==> src/rtl/data_mem_responder_if.sv <==
// Data-memory request/response bundle between the MEM stage (master) and the memory responder (slave).
interface data_mem_responder_if;
  logic        mem_r_en;
  logic        mem_w_en;
  logic [31:0] address;
  logic [31:0] write_data;
  logic [31:0] read_data;
  logic        ready;
  logic        err;

  modport master (
    output mem_r_en, mem_w_en, address, write_data,
    input  read_data, ready, err
  );

  modport slave (
    input  mem_r_en, mem_w_en, address, write_data,
    output read_data, ready, err
  );
endinterface

==> src/rtl/data_mem_responder.sv <==
// SRAM-style data memory: latches a load/store, waits WAIT_CYCLES, performs it,
// and holds the pipeline off through ready until the access has completed.
module data_mem_responder #(
  parameter logic [31:0] ADDR_BASE   = 32'd1024,
  parameter int unsigned DEPTH       = 64,
  parameter int unsigned WAIT_CYCLES = 4
) (
  input logic                 clk,
  input logic                 rst,
  data_mem_responder_if.slave bus
);
  localparam int unsigned IDX_W = (DEPTH > 1) ? $clog2(DEPTH) : 1;
  localparam int unsigned CNT_W = (WAIT_CYCLES > 1) ? $clog2(WAIT_CYCLES) : 1;

  typedef enum logic [1:0] {IDLE, WAIT, DONE} state_t;

  state_t             state;
  logic [CNT_W-1:0]   cnt;
  logic [31:0]        lat_addr;
  logic [31:0]        lat_data;
  logic               lat_wr;
  logic               lat_both;
  logic [31:0]        mem [DEPTH];

  logic               req;
  logic [31:0]        offset;
  logic [31:0]        word_off;
  logic               in_range;
  logic [IDX_W-1:0]   idx;
  logic               fire;
  logic               do_write;

  assign req       = bus.mem_r_en | bus.mem_w_en;
  assign bus.ready = (state == DONE) | ((state == IDLE) & ~req);

  // Unsigned wrap below ADDR_BASE is caught by the explicit lower-bound compare.
  assign offset    = lat_addr - ADDR_BASE;
  assign word_off  = offset >> 2;
  assign in_range  = (lat_addr >= ADDR_BASE) && (word_off < 32'(DEPTH));
  assign idx       = word_off[IDX_W-1:0];
  assign fire      = (state == WAIT) && (cnt == '0);
  assign do_write  = fire && lat_wr && in_range;

  always_ff @(posedge clk or negedge rst) begin
    if (!rst) begin
      state         <= IDLE;
      cnt           <= '0;
      lat_addr      <= '0;
      lat_data      <= '0;
      lat_wr        <= 1'b0;
      lat_both      <= 1'b0;
      bus.read_data <= '0;
      bus.err       <= 1'b0;
    end else begin
      bus.err <= 1'b0;
      case (state)
        IDLE: begin
          if (req) begin
            lat_addr <= bus.address;
            lat_data <= bus.write_data;
            lat_wr   <= bus.mem_w_en;
            lat_both <= bus.mem_r_en & bus.mem_w_en;
            cnt      <= CNT_W'(WAIT_CYCLES - 1);
            state    <= WAIT;
          end
        end
        WAIT: begin
          if (cnt == '0) begin
            if (!lat_wr) begin
              bus.read_data <= in_range ? mem[idx] : 32'h0;
            end
            bus.err <= ~in_range | lat_both;
            state   <= DONE;
          end else begin
            cnt <= cnt - CNT_W'(1);
          end
        end
        DONE:    state <= IDLE;
        default: state <= IDLE;
      endcase
    end
  end

  // Array has no reset; an in-flight write is discarded because reset leaves WAIT.
  always_ff @(posedge clk) begin
    if (do_write) begin
      mem[idx] <= lat_data;
    end
  end
endmodule

==> src/flat_wrapper.sv <==
// flat-port wrapper written by rule: the top's interface ports become plain ports
module data_mem_responder_flat 
#(
  parameter logic [31:0] ADDR_BASE   = 32'd1024,
  parameter int unsigned DEPTH       = 64,
  parameter int unsigned WAIT_CYCLES = 4
)
  (clk, rst, bus_mem_r_en, bus_mem_w_en, bus_address, bus_write_data, bus_read_data, bus_ready, bus_err);
  data_mem_responder_if bus_i ();
  input logic clk;
  input logic rst;
  input wire logic [$bits(bus_i.mem_r_en)-1:0] bus_mem_r_en;
  input wire logic [$bits(bus_i.mem_w_en)-1:0] bus_mem_w_en;
  input wire logic [$bits(bus_i.address)-1:0] bus_address;
  input wire logic [$bits(bus_i.write_data)-1:0] bus_write_data;
  output wire logic [$bits(bus_i.read_data)-1:0] bus_read_data;
  output wire logic [$bits(bus_i.ready)-1:0] bus_ready;
  output wire logic [$bits(bus_i.err)-1:0] bus_err;
  assign bus_i.mem_r_en = bus_mem_r_en;
  assign bus_i.mem_w_en = bus_mem_w_en;
  assign bus_i.address = bus_address;
  assign bus_i.write_data = bus_write_data;
  assign bus_read_data = bus_i.read_data;
  assign bus_ready = bus_i.ready;
  assign bus_err = bus_i.err;
  data_mem_responder #(.ADDR_BASE(ADDR_BASE), .DEPTH(DEPTH), .WAIT_CYCLES(WAIT_CYCLES)) u_core (.clk(clk), .rst(rst), .bus(bus_i));
endmodule
==> config.mk <==
export PLATFORM = sky130hd
export DESIGN_NAME = data_mem_responder_flat
export DESIGN_NICKNAME = d
export VERILOG_FILES = /design/src/rtl/data_mem_responder_if.sv /design/src/rtl/data_mem_responder.sv /design/src/flat_wrapper.sv
export SDC_FILE = /design/constraint.sdc
export NUM_CORES = 2
export LEC_CHECK = 0
export CAP_MARGIN = 25
export CELL_PAD_IN_SITES_DETAIL_PLACEMENT = 1
export CELL_PAD_IN_SITES_GLOBAL_PLACEMENT = 1
export CORE_ASPECT_RATIO = 0.9
export CORE_MARGIN = 3
export CORE_UTILIZATION = 25
export DETAILED_ROUTE_END_ITERATION = 6
export PLACE_DENSITY = 0.42
export SYNTH_ARGS = -nofsm -noshare
export SYNTH_HDL_FRONTEND = slang
export SYNTH_SLANG_ARGS = --single-unit
==> constraint.sdc <==
create_clock -name clk -period 8.7 [get_ports clk]
set_input_delay 2.175 -clock clk [delete_from_list [all_inputs] [get_ports clk]]
set_output_delay 2.175 -clock clk [all_outputs]
set_load 0.005 [all_outputs]
==> results.py <==
metrics = {
    "run_status": {
        "status": "finished clean",
    },
    "synth": {
        "synth_adder_area_share": 0.0001524,
        "postSynthNetCount": 4522,
        "ys.flop_type": "edfxtp_1",
        "synth_compound_area_frac": 0.08704,
        "ys_async_sr_fraction": 0.04700,
        "synth_edf_count": 2048,
        "synth-simple-area-share": 0.02285,
        "synth_top_family_by_area": "multiplexers",
        "synth.distinct_cells": 71,
        "synth_xor_area_frac": 0.0001067,
        "syn_area_per_cell_um2": 18.44,
        "synth_area_um2": 82090,
        "netlist_instances": 4453,
        "seq_area_frac_synth": 0.7799,
        "synth.mux.area_fraction": 0.09027,
        "yosysWarnings": 0,
        "ys_ff_latch": 2149,
    },
    "floorplan": {
        "dieArea_um2": 335300,
        "fp.dieW_um": 610.0,
        "die_h_um": 549.6,
        "coreArea_um2": 325000,
        "num_rows": 198,
        "start_util": 0.2526,
        "ioPinCount": 102,
    },
    "layout": {
        "syn2layout_area_growth_pct": 18.18,
        "postLayoutCoreUtil": 0.2985,
        "final_common_cell": "edfxtp_1",
        "final_cell_mix": "edfxtp_1, o22ai_1, mux2_2",
        "drive_gt1_frac": 0.2161,
        "fin_nets": 4769,
        "fillers": 33190,
        "multi_input_area_um2": 17110,
        "seqCellArea_um2": 64080,
    },
    "setup_path": {
        "path_buf_inv": 2,
        "arrival_ns": 3.51,
        "crit_top_cell": "nor2_1",
        "critPathSlowestCell": "clkdlybuf4s50_1",
        "worstSetupPathType": "primary input to output port",
        "cp.required_ns": 6.53,
        "crit_chain": "clkdlybuf4s50_1 > nor2_1 > nor2_1 > nor2_1 > clkdlybuf4s50_1",
        "critical-path-max-stage-delay_ns": 0.51,
        "critPathTopFamily": "buffers and inverters",
        "startpoint_type": "primary input",
        "crit_path_max_fanout": 3,
        "end_kind": "output port",
    },
    "clock_tree": {
        "cts_setup_buffers": 0,
        "cts_resized": 0,
        "cts-hold-fix-buffers": 0,
        "clkSinkCount": 2149,
        "cts.clk_slew.worst_paths_ns": 0.06,
        "clock_latency_ns": 0.90,
        "clockBufferDepth": 4,
        "cts_made_buffers": 241,
        "cts_max_level": 4,
        "cts_tree": "yes",
        "cts_root_buf": "clkbuf_16",
    },
    "global_routing": {
        "grtUsageTotal": 0.2018,
        "grt_pass1_vias": 48480,
        "grt_max_degree": 102,
        "antenna_found_initial": 37,
        "grt_pass1_wl_mm": 459.5,
        "overflow": 0,
    },
    "placement": {
        "dpl.hpwl_mm": 193.6,
        "io_buffers": 99,
        "place_congestion": 0.7542,
    },
    "detailed_routing": {
        "ant_nets": 0,
        "num_vias": 47620,
        "dr.pass1.iters": 5,
        "routedWlPerCell_um": 37.56,
        "drt_iter0_markers": 5543,
        "drc": 0,
        "vias_per_cell": 5.173,
        "wl_mm": 345.7,
    },
    "power_and_ir_drop": {
        "power_mw": 33.60,
        "powerDensity_nw_per_um2": 346.3,
        "vdd_drop_max_mv": 0.4010,
        "p_leak_nw": 29.66,
    },
    "timing": {
        "setup_violations": 0,
        "finalCriticalPeriod_ns": 5.688,
        "rsz0062_at_grt": "false",
        "max_freq_mhz": 175.8,
        "relSlewSlack": 0.2143,
        "tns_ns": 0,
        "hold_violations": 0,
        "clock_skew_ns": 0.05495,
        "hold-worst-slack_ns": 0.5014,
        "worst_pin_slew_ns": 1.149,
        "drv_slew": 0,
        "fin_crit_sh": 0.6537,
    },
    "job": {
        "cap_violations": 0,
    },
    "worst_hold_path": {
        "hold_path.class": "register to register",
    },
}
layout make-up:
| class | instances | area share |
|---|---|---|
| sequential | 2149 | 0.6604 |
| multi-input combinational | 1986 | 0.1763 |
| clock buffer | 337 | 0.06809 |
| tap | 4300 | 0.05545 |
| timing repair buffer | 314 | 0.03249 |
| clock inverter | 101 | 0.006551 |
| inverter | 8 | 0.0003998 |
| antenna | 10 | 0.0002579 |
cell usage after synthesis (12+ instances only):
master,n,area share
clkbuf_1,108,0.0049
dfrtp_1,101,0.031
buf_2,100,0.0061
nor3_1,31,0.0019
buf_6,12,0.0016
a32o_1,21,0.0026
a221oi_1,29,0.0031
a22oi_1,46,0.0042
a2bb2oi_1,12,0.0013
a211oi_1,42,0.0038
a22o_1,16,0.0017
o22a_1,27,0.0029
mux4_2,137,0.038
o32ai_1,12,0.0013
o21ai_0,127,0.0077
buf_4,55,0.0050
a21oi_1,133,0.0081
mux2_2,249,0.034
o31ai_1,20,0.0018
nor2b_1,15,0.0011
o22ai_1,310,0.024
nand3_1,12,0.00073
o221ai_1,167,0.018
buf_1,35,0.0016
nand2_1,113,0.0052
mux2i_1,152,0.019
edfxtp_1,2048,0.75
nor2_1,182,0.0083
registers in the layout (all words and copies together) (netlist names):
register              count
u_core.mem             2048
u_core.bus.read_data     32
u_core.lat_data          32
u_core.lat_addr          30
u_core.cnt                2
u_core.state              2
u_core.bus.err            1
u_core.lat_both           1
u_core.lat_wr             1
routing by layer:
metal | GRT usage | part of all wire | routed length (µm)
met1 | 0.2897 | 0.46 | 158200
met2 | 0.3272 | 0.47 | 162300
met3 | 0.02050 | 0.049 | 16860
met4 | 0.04871 | 0.024 | 8352
met5 | 0 | 0 | 0
where the power goes:
group | internal [mW] | switching, mW
Clock | 5.40 | 4.24
Combinational | 2.85 | 7.68
Sequential | 13.0 | 0.418
kinds of logic after synthesis:
group,Yosys count
flops,2149
xor+xnor,1
fa+ha+maj,1
simple gates,418
buf+inv,318
compound gates,1028
mux,538
metrics by stage:
stage	worst slack [ns]	instances	instance area [µm²]
4_1_cts	2.982	9193	96960
6_report	3.012	9205	97020
3_3_place_gp	2.917	8735	89230
5_1_grt	2.860	9196	97000
2_1_floorplan	4.090	4453	82100
3_5_place_dp	3.000	8755	89710
final timing paths:
path	slack, ns	end	depth (start not counted)	from
max	3.01	bus_ready	5	bus_mem_w_en
min	0.50	u_core.cnt[0]	1	u_core.cnt[0]
max reg2reg	3.54	u_core.mem[42][16]	8	u_core.lat_addr[19]
min reg2reg	0.50	u_core.cnt[0]	1	u_core.cnt[0]
max in group asynchronous	6.26	u_core.lat_data[8]	2	rst
min in group asynchronous	1.27	u_core.state[0]	1	rst
No activity file was read; power rests on OpenSTA's default activity.
